<file path="src/rtl/weight_sched_pkg.sv">
// Shared types and register map for the weight-type scheduler.
package weight_sched_pkg;

  localparam int unsigned N_NEURON = 16;
  localparam int unsigned N_AXON   = 16;
  localparam int unsigned NW       = 4;
  localparam int unsigned AW       = 4;
  localparam int unsigned TW       = 2;
  localparam int unsigned CNT_W    = 9;
  localparam int unsigned DW       = 32;

  localparam logic [7:0] OFF_TBL       = 8'h00;
  localparam logic [7:0] OFF_SPIKE     = 8'h40;
  localparam logic [7:0] OFF_CTRL      = 8'h44;
  localparam logic [7:0] OFF_EVT_COUNT = 8'h48;

  localparam int unsigned CTRL_START = 0;
  localparam int unsigned CTRL_BUSY  = 1;
  localparam int unsigned CTRL_DONE  = 2;

  typedef enum logic [1:0] {S_IDLE, S_SCAN, S_EMIT, S_ROWEND} state_t;

  typedef struct packed {
    logic [NW-1:0] neuron;
    logic [AW-1:0] axon;
    logic [TW-1:0] wtype;
    logic          last;
  } evt_t;

  // Byte-lane merge for partial Wishbone writes.
  function automatic logic [DW-1:0] byte_merge(input logic [DW-1:0] old_w,
                                               input logic [DW-1:0] new_w,
                                               input logic [3:0]    sel);
    logic [DW-1:0] r;
    for (int i = 0; i < 4; i++) r[8*i +: 8] = sel[i] ? new_w[8*i +: 8] : old_w[8*i +: 8];
    return r;
  endfunction

endpackage

</file>
<file path="src/rtl/weight_sched_wb.sv">
// Wishbone register file: weight table, spike vector, control/status, event count readback.
module weight_sched_wb
  import weight_sched_pkg::*;
#(
  parameter logic [31:0] BASE_ADDR = 32'h3000_4000
) (
  input  logic             clk,
  input  logic             rst_n,
  input  logic             cyc,
  input  logic             stb,
  input  logic             we,
  input  logic [3:0]       sel,
  input  logic [DW-1:0]    adr,
  input  logic [DW-1:0]    dat_w,
  output logic             ack,
  output logic [DW-1:0]    dat_r,
  input  logic             busy,
  input  logic             done_set_c,
  input  logic [CNT_W-1:0] evt_count,
  input  logic [NW-1:0]    rd_neuron,
  input  logic [AW-1:0]    rd_axon,
  output logic [TW-1:0]    rd_type_c,
  output logic [N_AXON-1:0] spike,
  output logic             start
);

  logic [DW-1:0] tbl [N_NEURON];
  logic          done;
  logic          req, wr, locked, is_tbl, wr_ctrl;
  logic [7:0]    off;
  logic [DW-1:0] rdata_c;
  logic [DW-1:0] row;
  logic [4:0]    bit_hi;

  assign off     = adr[7:0];
  assign req     = cyc & stb & ~ack & (adr[31:8] == BASE_ADDR[31:8]);
  assign wr      = req & we;
  assign is_tbl  = (off[7:6] == 2'b00) && (off[1:0] == 2'b00);
  assign wr_ctrl = wr && (off == OFF_CTRL);
  // A start already latched but not yet seen by the FSM also locks the table.
  assign locked  = busy | start;

  // Axon 0 lives in the word MSBs.
  assign row       = tbl[rd_neuron];
  assign bit_hi    = 5'd31 - {rd_axon, 1'b0};
  assign rd_type_c = row[bit_hi -: 2];

  always_comb begin
    rdata_c = '0;
    if (is_tbl) begin
      rdata_c = tbl[off[5:2]];
    end else begin
      case (off)
        OFF_SPIKE:     rdata_c = DW'(spike);
        OFF_CTRL: begin
          rdata_c[CTRL_BUSY] = busy;
          rdata_c[CTRL_DONE] = done;
        end
        OFF_EVT_COUNT: rdata_c = DW'(evt_count);
        default:       rdata_c = '0;
      endcase
    end
  end

  always_ff @(posedge clk or negedge rst_n) begin
    if (!rst_n) begin
      ack   <= 1'b0;
      dat_r <= '0;
      spike <= '0;
      start <= 1'b0;
      done  <= 1'b0;
      for (int i = 0; i < N_NEURON; i++) tbl[i] <= '0;
    end else begin
      ack   <= req;
      dat_r <= req ? rdata_c : '0;
      start <= wr_ctrl && dat_w[CTRL_START] && !locked;
      if (wr && !locked && is_tbl) tbl[off[5:2]] <= byte_merge(tbl[off[5:2]], dat_w, sel);
      if (wr && !locked && (off == OFF_SPIKE))
        spike <= N_AXON'(byte_merge(DW'(spike), dat_w, sel));
      // Completion wins over a same-cycle clear.
      if (done_set_c) done <= 1'b1;
      else if (wr_ctrl && (dat_w[CTRL_DONE] || (dat_w[CTRL_START] && !locked))) done <= 1'b0;
    end
  end

endmodule

</file>
<file path="src/rtl/weight_type_sched.sv">
// Sweeps the weight table per neuron and streams spike/END beats over valid/ready.
module weight_type_sched
  import weight_sched_pkg::*;
#(
  parameter logic [31:0] BASE_ADDR = 32'h3000_4000
) (
  input  logic          wb_clk_i,
  input  logic          wb_rst_ni,
  input  logic          wbs_cyc_i,
  input  logic          wbs_stb_i,
  input  logic          wbs_we_i,
  input  logic [3:0]    wbs_sel_i,
  input  logic [DW-1:0] wbs_adr_i,
  input  logic [DW-1:0] wbs_dat_i,
  output logic          wbs_ack_o,
  output logic [DW-1:0] wbs_dat_o,
  output logic          evt_valid_o,
  input  logic          evt_ready_i,
  output logic [NW-1:0] evt_neuron_o,
  output logic [AW-1:0] evt_axon_o,
  output logic [TW-1:0] evt_type_o,
  output logic          evt_last_o,
  output logic          busy_o
);

  state_t            state_q, state_d;
  logic [NW-1:0]     n_q, n_d;
  logic [AW-1:0]     a_q, a_d;
  evt_t              evt_q, evt_d;
  logic              valid_q, valid_d;
  logic              busy_q, busy_d;
  logic [CNT_W-1:0]  cnt_q, cnt_d;
  logic              done_set_c, hs_c, start;
  logic [TW-1:0]     type_c;
  logic [N_AXON-1:0] spike;

  weight_sched_wb #(.BASE_ADDR(BASE_ADDR)) u_wb (
    .clk        (wb_clk_i),
    .rst_n      (wb_rst_ni),
    .cyc        (wbs_cyc_i),
    .stb        (wbs_stb_i),
    .we         (wbs_we_i),
    .sel        (wbs_sel_i),
    .adr        (wbs_adr_i),
    .dat_w      (wbs_dat_i),
    .ack        (wbs_ack_o),
    .dat_r      (wbs_dat_o),
    .busy       (busy_q),
    .done_set_c (done_set_c),
    .evt_count  (cnt_q),
    .rd_neuron  (n_q),
    .rd_axon    (a_q),
    .rd_type_c  (type_c),
    .spike      (spike),
    .start      (start)
  );

  assign hs_c = valid_q & evt_ready_i;

  always_comb begin
    state_d    = state_q;
    n_d        = n_q;
    a_d        = a_q;
    evt_d      = evt_q;
    valid_d    = valid_q;
    busy_d     = busy_q;
    cnt_d      = cnt_q;
    done_set_c = 1'b0;
    case (state_q)
      S_IDLE: if (start) begin
        state_d = S_SCAN;
        n_d     = '0;
        a_d     = '0;
        cnt_d   = '0;
        busy_d  = 1'b1;
      end
      S_SCAN: begin
        if (spike[a_q]) begin
          evt_d   = '{neuron: n_q, axon: a_q, wtype: type_c, last: 1'b0};
          valid_d = 1'b1;
          state_d = S_EMIT;
        end else if (a_q == AW'(N_AXON - 1)) begin
          evt_d   = '{neuron: n_q, axon: '0, wtype: '0, last: 1'b1};
          valid_d = 1'b1;
          state_d = S_ROWEND;
        end else begin
          a_d = a_q + AW'(1);
        end
      end
      S_EMIT: if (hs_c) begin
        cnt_d = cnt_q + CNT_W'(1);
        if (a_q == AW'(N_AXON - 1)) begin
          evt_d   = '{neuron: n_q, axon: '0, wtype: '0, last: 1'b1};
          state_d = S_ROWEND;
        end else begin
          a_d     = a_q + AW'(1);
          valid_d = 1'b0;
          state_d = S_SCAN;
        end
      end
      S_ROWEND: if (hs_c) begin
        valid_d = 1'b0;
        if (n_q == NW'(N_NEURON - 1)) begin
          state_d    = S_IDLE;
          busy_d     = 1'b0;
          done_set_c = 1'b1;
        end else begin
          n_d     = n_q + NW'(1);
          a_d     = '0;
          state_d = S_SCAN;
        end
      end
      default: state_d = S_IDLE;
    endcase
  end

  always_ff @(posedge wb_clk_i or negedge wb_rst_ni) begin
    if (!wb_rst_ni) begin
      state_q <= S_IDLE;
      n_q     <= '0;
      a_q     <= '0;
      evt_q   <= '0;
      valid_q <= 1'b0;
      busy_q  <= 1'b0;
      cnt_q   <= '0;
    end else begin
      state_q <= state_d;
      n_q     <= n_d;
      a_q     <= a_d;
      evt_q   <= evt_d;
      valid_q <= valid_d;
      busy_q  <= busy_d;
      cnt_q   <= cnt_d;
    end
  end

  assign evt_valid_o  = valid_q;
  assign evt_neuron_o = evt_q.neuron;
  assign evt_axon_o   = evt_q.axon;
  assign evt_type_o   = evt_q.wtype;
  assign evt_last_o   = evt_q.last;
  assign busy_o       = busy_q;

endmodule
</file>
<file path="config.mk">
export PLATFORM = sky130hd
export DESIGN_NAME = weight_type_sched
export DESIGN_NICKNAME = d
export VERILOG_FILES = /design/src/rtl/weight_sched_pkg.sv /design/src/rtl/weight_sched_wb.sv /design/src/rtl/weight_type_sched.sv
export SDC_FILE = /design/constraint.sdc
export NUM_CORES = 1
export LEC_CHECK = 0
export CORE_ASPECT_RATIO = 0.6
export CORE_MARGIN = 1.5
export CORE_UTILIZATION = 55
export DETAILED_ROUTE_END_ITERATION = 8
export DONT_BUFFER_PORTS = 1
export PLACE_DENSITY = 0.82
export SYNTH_ARGS = -nofsm -noshare
export SYNTH_HDL_FRONTEND = slang
export SYNTH_SLANG_ARGS = --single-unit
</file>
<file path="constraint.sdc">
create_clock -name wb_clk_i -period 4.4 [get_ports wb_clk_i]
set_clock_uncertainty 0.2 [all_clocks]
set_input_delay 0.22 -clock wb_clk_i [delete_from_list [all_inputs] [get_ports wb_clk_i]]
set_output_delay 0.22 -clock wb_clk_i [all_outputs]
set_load 0.005 [all_outputs]
</file>
==> results of run 1 <==
[cells by family after synthesis]
group | count (synthesis) | synth area share (%)
AO/OA/AOI/OAI | 680 | 12.3
multiplexers | 387 | 24.8
adder cells (fa/ha/maj) | 7 | 0.287
flip-flops | 595 | 48.8
AND/OR/NAND/NOR | 719 | 9.75
buffers and inverters | 254 | 3.93
XOR/XNOR | 4 | 0.115
[Yosys cell counts, drive strengths merged, types with 14 or more instances]
cell,n,area [um^2]
nor2,44,165
mux4,273,6150
a21oi,34,170
buf,93,582
a22o,18,158
nor2b,15,93.8
or3,14,87.6
mux2,28,315
a22oi,17,128
nand3,19,95.1
o21ai,545,2770
nand2,559,2100
and2,24,150
clkbuf,153,588
mux2i,86,1120
dfrtp,595,14900
[layer usage]
| layer | vias up | wire, um |
|---|---|---|
| met4 | 2 | 4380 |
| li1 | 9533 | - |
| met1 | 11732 | 33200 |
| met3 | 396 | 13000 |
| met2 | 1760 | 40500 |
| met5 | - | 13 |
[registers in the layout, indices dropped and copies added (netlist names)]
register / flops
u_wb.ack: 1
cnt_q: 9
n_q: 4
evt_valid_o: 1
evt_neuron_o: 4
u_wb.done: 1
u_wb.spike: 16
evt_axon_o: 4
a_q: 4
busy_o: 1
evt_type_o: 2
u_wb.tbl: 512
u_wb.dat_r: 32
state_q: 2
evt_last_o: 1
u_wb.start: 1
[critical path, stage by stage]
cell	delay [ps]
sky130_fd_sc_hd__dlygate4sd3_1	560
sky130_fd_sc_hd__nor3_1	150
sky130_fd_sc_hd__dlygate4sd3_1	580
sky130_fd_sc_hd__nand4_1	120
sky130_fd_sc_hd__buf_4	190
sky130_fd_sc_hd__nor2b_1	890
sky130_fd_sc_hd__nand3_1	600
sky130_fd_sc_hd__mux2_2	430
sky130_fd_sc_hd__dlygate4sd3_1	560
[stage by stage]
step           utilization (%)  setup slack [ps]  area, um^2  std cells
2_1_floorplan                -              1690       30500       2646
3_3_place_gp              56.3               407       30700       3154
3_5_place_dp              56.3               357       30700       3154
4_1_cts                   61.2               347       33400       3330
5_1_grt                   61.2               286       33400       3331
6_report                  61.2               383       33400       3332
[how the worst max path moves through the flow]
| stage | end | slack, ps | cells after the start |
|---|---|---|---|
| after floorplan | evt_type_o[1] | 1690 | 10 |
| after global placement | evt_type_o[0] | 410 | 7 |
| after detailed placement | evt_type_o[0] | 360 | 7 |
| after CTS | evt_type_o[0] | 350 | 7 |
| after global routing | u_wb.spike[7] | 290 | 9 |
| final | u_wb.spike[7] | 380 | 9 |
[power by group through the flow]
stage	sequential (mW)	clock, mW	combinational, mW
global route	5.47	5.28	0.254
detailed placement	5.57	0	0.152
CTS	5.47	5.04	0.240
floorplan	5.57	0	0.222
finish	5.47	5.04	0.246
global placement	5.57	0	0.148
[final cells by class]
class | instances | area share [%]
well taps | 714 | 2.68
clock inverters | 18 | 0.585
clock buffers | 83 | 5.08
inverters | 8 | 0.0900
repair buffers | 116 | 3.38
flip-flops and latches | 595 | 44.7
multi-input cells | 1797 | 43.5
diodes | 1 | 0.00750
==> flow_summary.rst, run 1 <==
.. list-table::
   :header-rows: 1

   * - Metric
     - Value
   * - Clk root buf
     - sky130_fd_sc_hd__clkbuf_16
   * - Count of hold-fix buffers inserted at cts
     - 75
   * - Sum of internal, switching and leakage power
     - 10.8 mW
   * - Part of the total power dissipated in the clock network
     - 46.9%
   * - PwrDens
     - around 320 mW/mm^2
   * - Average cell area after synthesis
     - 11.5 um^2
   * - Placeable core region
     - 0.0545 mm^2
   * - First-pass GRT wire length
     - 141 mm
   * - Average via count per standard cell
     - 7.03
   * - Leakage power total
     - 13.6 nW
   * - Number of global-route vias before repair
     - 23696
   * - CTS max path bufs
     - 3
   * - Critical Path Sink Type
     - register
   * - Part of the total power dissipated in sequential elements
     - 50.8%
   * - Die extent in x
     - 307 um
   * - Fmax
     - about 0.25 GHz
   * - Antenna violations before repair
     - 1
   * - Global routing's busiest layer
     - met2
   * - Insertion delay to the later sink of the worst-skew pair
     - 610 ps
   * - Required arrival time at the worst endpoint
     - 4680 ps
   * - Clock period minus worst slack
     - 4020 ps
   * - Port buffer count
     - 0
   * - Path type of the worst min-delay path
     - in -> async
   * - Pin count of the biggest net entering global routing
     - 596
   * - Share of power burned in combinational logic
     - 2.3%
   * - Met2 Resource Use GR
     - 49.0%
   * - P_int
     - 8.48 mW
   * - Worst Path Max Fanout
     - 9
   * - Final max-slew violation count
     - ~160
   * - Layout fillers
     - 3922
   * - Number of maximum-capacitance violations
     - 0
   * - Number of instances in the synthesized netlist
     - 2646
   * - Ratio of final minimum period to clock period
     - approximately nine tenths
   * - Die boundary height
     - 186 um
   * - Worst Setup Start Kind
     - primary input
   * - Setup-failing EPs final
     - 0
   * - Multi-input combinational cell area
     - 0.0145 mm^2
   * - Detailed-route wire length
     - roughly 90 mm
   * - Number of enable-type register cells in the synthesized netlist
     - 0
   * - Slew Limit Headroom
     - -12.0%
   * - Startpoint of the worst setup timing path
     - wbs_adr_i[13]
   * - Transition time at the pin with the least slew margin
     - ~1700 ps
   * - Vias after detailed routing
     - roughly 23000
   * - Library cells used by synthesis
     - 62
   * - Slack of the worst reg-to-reg path
     - 420 ps
   * - Status
     - complete, but fails checks
   * - Effective utilization at floorplan
     - around 56%
   * - Most common cell after layout, fill and taps aside
     - sky130_fd_sc_hd__dfrtp_1
   * - Number of CTS-inserted buffers
     - between 50 and 60
   * - Total nets after synthesis
     - 2727
   * - Mapped Area
     - 0.0305 mm^2
   * - Worst path arrival time
     - 4300 ps
   * - Die footprint
     - between 0.05 and 0.06 mm^2
   * - Sink Count
     - 595
   * - Final weighted congestion in routability-driven placement
     - 0.887
   * - Number of warnings reported in the yosys synthesis log
     - 0
   * - Worst Reg-to-Reg Cells
     - 8
   * - Number of nets with antenna violations after detailed routing
     - 0
   * - Number of design-rule violations left by the first detailed-router iteration
     - between 3000 and 4000
   * - Share of cells above drive strength 1
     - around a fifth
   * - Average wire per standard cell
     - 27.4 um
   * - Sequential area share after synthesis
     - 48.8%
   * - Post-DP HPWL
     - ~52 mm
   * - Total setup buffers inserted after CTS
     - 0
   * - Register area
     - 0.0149 mm^2
   * - Crit Reg-Reg Endpoint
     - evt_type_o[1]
   * - Sum of overflow across all layers after global routing
     - 0
   * - CTS clk-pin slew, worst paths
     - 70 ps
   * - Violations in the final reports
     - negative hold slack, max-slew violations
   * - Final hold violation count
     - roughly 600
   * - Met3 track demand over resource
     - between 10 and 15%
   * - Number of synthesized register bits
     - 595
   * - Quantity of gates resized following cts
     - 0
   * - Most frequent cells in the layout
     - sky130_fd_sc_hd__dfrtp_1 (591), sky130_fd_sc_hd__nand2_1 (559), sky130_fd_sc_hd__o21ai_0 (514)
   * - Maximum ir drop on the vdd rail
     - 0.292 mV
   * - Global-route usage over all layers
     - 32.5%
   * - Share of total power consumed by net switching
     - between 20% and 30%
   * - Critical R2R Launch
     - n_q[0]
   * - Setup repair after global routing missed its margin
     - no
   * - Max H-tree Level
     - 2
   * - NetSw
     - about 2.3 mW
   * - Clock tree from TritonCTS
     - built
   * - Total negative slack
     - 0 ps
   * - Nets@finish
     - 2654
   * - Synth Flop Type
     - sky130_fd_sc_hd__dfrtp_1
   * - Worst hold slack after final layout
     - -872 ps
   * - FFs w/ async S/R, synth
     - between 90% and 100%
   * - Layout overhead on the synthesized area
     - 9.25%
   * - Ports placed on the boundary
     - 120
   * - Site Rows
     - between 60 and 70
   * - Remaining DRCs
     - 0
   * - Met1 Track Usage GR
     - roughly 43%
   * - Length of the first detailed-routing pass in iterations
     - 9
   * - Type of the setup path with the least slack
     - in -> reg
Note: power is estimated with default switching activity, not from simulation.
==> run 2: changes to the inputs <==
--- a/constraint.sdc
+++ b/constraint.sdc
@@ -3,3 +3,3 @@
 set_input_delay 0.22 -clock wb_clk_i [delete_from_list [all_inputs] [get_ports wb_clk_i]]
 set_output_delay 0.22 -clock wb_clk_i [all_outputs]
-set_load 0.005 [all_outputs]
+set_load 0.05 [all_outputs]
==> run 2 against run 1 <==
Compared with the run above:
- the run still ends with negative hold slack, max-slew violations left
- critical endpoint unchanged
- highest routed layer unchanged
- via count grew 1.9%
- worst hold slack gained 5.8 ps
- wire length grew 2.7%
==> flow_summary.rst, run 2 (synthesis gave the netlist of run 1 again) <==
.. list-table::
   :header-rows: 1

   * - Metric
     - Value
   * - Part of the total power dissipated in sequential elements
     - 49.6% (was 50.8%)
   * - Critical R2R Launch
     - u_wb.ack (was n_q[0])
   * - Violations in the final reports
     - negative hold slack, max-slew violations (unchanged)
   * - Final weighted congestion in routability-driven placement
     - 0.909 (was 0.887)
   * - Leakage power total
     - 13.6 nW (about the same)
   * - Antenna violations before repair
     - 3 (was 1)
   * - PwrDens
     - 329 mW/mm^2 (was 322 mW/mm^2)
   * - Crit Reg-Reg Endpoint
     - u_wb.spike[7] (was evt_type_o[1])
   * - Clk root buf
     - sky130_fd_sc_hd__clkbuf_16 (unchanged)
   * - Worst Reg-to-Reg Cells
     - 8 (unchanged)
   * - Ports placed on the boundary
     - 120 (unchanged)
   * - Worst Setup Start Kind
     - primary input (unchanged)
   * - Die boundary height
     - 186 um (unchanged)
   * - Number of nets with antenna violations after detailed routing
     - 0 (unchanged)
   * - Most common cell after layout, fill and taps aside
     - sky130_fd_sc_hd__dfrtp_1 (unchanged)
   * - Worst path arrival time
     - 4540 ps (was 4300 ps)
   * - Number of flip-flops under the largest register name
     - 512 (unchanged)
   * - Share of power burned in combinational logic
     - 2.2% (was 2.3%)
   * - Worst Path Max Fanout
     - 15 (was 9)
   * - Pin count of the biggest net entering global routing
     - 596 (unchanged)
   * - Nets@finish
     - 2654 (unchanged)
   * - Required arrival time at the worst endpoint
     - 4680 ps (about the same)
   * - Die extent in x
     - 307 um (unchanged)
   * - Average via count per standard cell
     - 7.16 (was 7.03)
   * - Effective utilization at floorplan
     - 56.0% (unchanged)
   * - Placeable core region
     - 0.0545 mm^2 (unchanged)
   * - Critical Path Sink Type
     - register (unchanged)
   * - NetSw
     - 2.31 mW (was 2.28 mW)
   * - CTS clk-pin slew, worst paths
     - 70 ps (about the same)
   * - Final max-slew violation count
     - 121 (was 157)
   * - Slew Limit Headroom
     - -9.26% (was -12.0%)
   * - Setup repair after global routing missed its margin
     - no (unchanged)
   * - Post-DP HPWL
     - 53.2 mm (was 52.3 mm)
   * - Fmax
     - 0.235 GHz (was 0.249 GHz)
   * - Number of design-rule violations left by the first detailed-router iteration
     - 3762 (was 3402)
   * - Share of total power consumed by net switching
     - 20.9% (was 21.2%)
   * - P_int
     - 8.72 mW (was 8.48 mW)
   * - CTS max path bufs
     - 3 (unchanged)
   * - Number of CTS-inserted buffers
     - 53 (was 55)
   * - Slack of the worst reg-to-reg path
     - 250 ps (was 420 ps)
   * - Leading registers by flop count
     - u_wb.tbl: 512 flops, u_wb.dat_r: 32 flops, u_wb.spike: 16 flops (unchanged)
   * - Length of the first detailed-routing pass in iterations
     - 8 (was 9)
   * - Total setup buffers inserted after CTS
     - 0 (unchanged)
   * - Type of the setup path with the least slack
     - in -> reg (unchanged)
   * - Layout overhead on the synthesized area
     - 9.60% (was 9.25%)
   * - First-pass GRT wire length
     - 144 mm (was 141 mm)
   * - Site Rows
     - 66 (unchanged)
   * - Number of maximum-capacitance violations
     - 0 (unchanged)
   * - Insertion delay to the later sink of the worst-skew pair
     - 600 ps (was 610 ps)
   * - Transition time at the pin with the least slew margin
     - 1640 ps (was 1680 ps)
   * - Maximum ir drop on the vdd rail
     - 0.303 mV (was 0.292 mV)
   * - Clock tree from TritonCTS
     - built (unchanged)
   * - Share of cells above drive strength 1
     - 19.4% (was 19.0%)
   * - Sink Count
     - 595 (unchanged)
   * - Ratio of final minimum period to clock period
     - 96.8% (was 91.3%)
   * - Register bank with the most flops
     - u_wb.tbl (unchanged)
   * - Max H-tree Level
     - 2 (unchanged)
   * - Setup-failing EPs final
     - 0 (unchanged)
   * - Remaining DRCs
     - 0 (unchanged)
   * - Part of the total power dissipated in the clock network
     - 48.2% (was 46.9%)
   * - Worst hold slack after final layout
     - -866 ps (was -872 ps)
   * - Status
     - complete, but fails checks (unchanged)
   * - Total negative slack
     - 0 ps (unchanged)
   * - Clock period minus worst slack
     - 4260 ps (was 4020 ps)
   * - Vias after detailed routing
     - 23863 (was 23423)
   * - Path type of the worst min-delay path
     - in -> async (unchanged)
   * - Global-route usage over all layers
     - 33.2% (was 32.5%)
   * - Die footprint
     - 0.0570 mm^2 (unchanged)
   * - Average wire per standard cell
     - 28.1 um (was 27.4 um)
   * - Most frequent cells in the layout
     - sky130_fd_sc_hd__dfrtp_1 (591), sky130_fd_sc_hd__nand2_1 (559), sky130_fd_sc_hd__o21ai_0 (514) (unchanged)
   * - Number of global-route vias before repair
     - 24142 (was 23696)
   * - Sum of internal, switching and leakage power
     - 11.0 mW (was 10.8 mW)
   * - Final hold violation count
     - 595 (was 598)
   * - Detailed-route wire length
     - 93.6 mm (was 91.1 mm)
   * - Sum of overflow across all layers after global routing
     - 0 (unchanged)
   * - Port buffer count
     - 0 (unchanged)
-- run 2: cell types whose count changed in the layout (fill, tap and decap cells not counted), moves of 5 or more --
cell / before / now
sky130_fd_sc_hd__clkbuf_1: 9 / 2
sky130_fd_sc_hd__clkbuf_8: 17 / 11
sky130_fd_sc_hd__clkinvlp_4: 2 / 7
sky130_fd_sc_hd__bufinv_16: 4 / 11
sky130_fd_sc_hd__clkinv_2: 12 / 6
sky130_fd_sc_hd__buf_4: 37 / 44
-- run 2: how the worst max path moves through the flow --
| stage | from | endpoint | slack (ps) | depth (start not counted) |
|---|---|---|---|---|
| global route | wbs_adr_i[13] | u_wb.spike[7] | 80 | 10 |
| CTS | u_wb.ack | u_wb.spike[7] | 50 | 8 |
| floorplan | n_q[0] | evt_type_o[1] | 1690 | 10 |
| detailed placement | n_q[0] | evt_type_o[0] | 640 | 7 |
| finish | wbs_adr_i[13] | u_wb.spike[7] | 140 | 10 |
| global placement | n_q[0] | evt_type_o[0] | 720 | 7 |
-- run 2: per-layer routing --
metal / wire, um / vias up / global-route usage [%]
met1: 33000 / 11912 / 43.4
li1: - / 9516 / -
met3: 14000 / 455 / 11.6
met4: 4890 / 2 / 15.5
met2: 41600 / 1978 / 50.3
met5: 12 / - / 0
-- run 2: worst max-delay path, stage by stage --
cell	delay, ps
sky130_fd_sc_hd__dlygate4sd3_1	540
sky130_fd_sc_hd__nor3_1	210
sky130_fd_sc_hd__dlygate4sd3_1	620
sky130_fd_sc_hd__nand4_1	100
sky130_fd_sc_hd__dlygate4sd3_1	570
sky130_fd_sc_hd__buf_4	200
sky130_fd_sc_hd__nor2b_2	550
sky130_fd_sc_hd__nand3_1	520
sky130_fd_sc_hd__mux2_2	450
sky130_fd_sc_hd__dlygate4sd3_1	560
-- run 2: through the flow --
| stage | worst slack, ps | area (um^2) | util, % | instances |
|---|---|---|---|---|
| floorplan | 1690 | 30500 | - | 2646 |
| global placement | 721 | 30700 | 56.3 | 3159 |
| detailed placement | 644 | 30700 | 56.3 | 3159 |
| CTS | 50.0 | 33400 | 61.3 | 3328 |
| global route | 83.7 | 33500 | 61.4 | 3332 |
| finish | 142 | 33500 | 61.4 | 3333 |
-- run 2: power groups by stage --
stage	combinational [mW]	clock (mW)	sequential, mW
after detailed placement	0.152	0	5.57
after global routing	0.256	5.56	5.46
after floorplan	0.222	0	5.57
after global placement	0.147	0	5.57
after CTS	0.237	5.32	5.47
final	0.247	5.31	5.47
-- run 2: layout make-up --
| cell class | count | area [um^2] |
|---|---|---|
| fillers | 3926 | 21000 |
| flip-flops and latches | 595 | 14900 |
| multi-input cells | 1797 | 14500 |
| clock buffers | 68 | 1540 |
| repair buffers | 118 | 1130 |
| well taps | 714 | 893 |
| clock inverters | 31 | 474 |
| inverters | 8 | 30.0 |
| diodes | 2 | 5.00 |
-- run 2: repair_timing --
| action | in CTS | in global routing |
|---|---|---|
| resized for setup | 0 | 1 |
| hold endpoints to repair | 1052 | 608 |
| hold buffers | 70 | 2 |
| endpoints found under the setup margin | 0 | 1 |
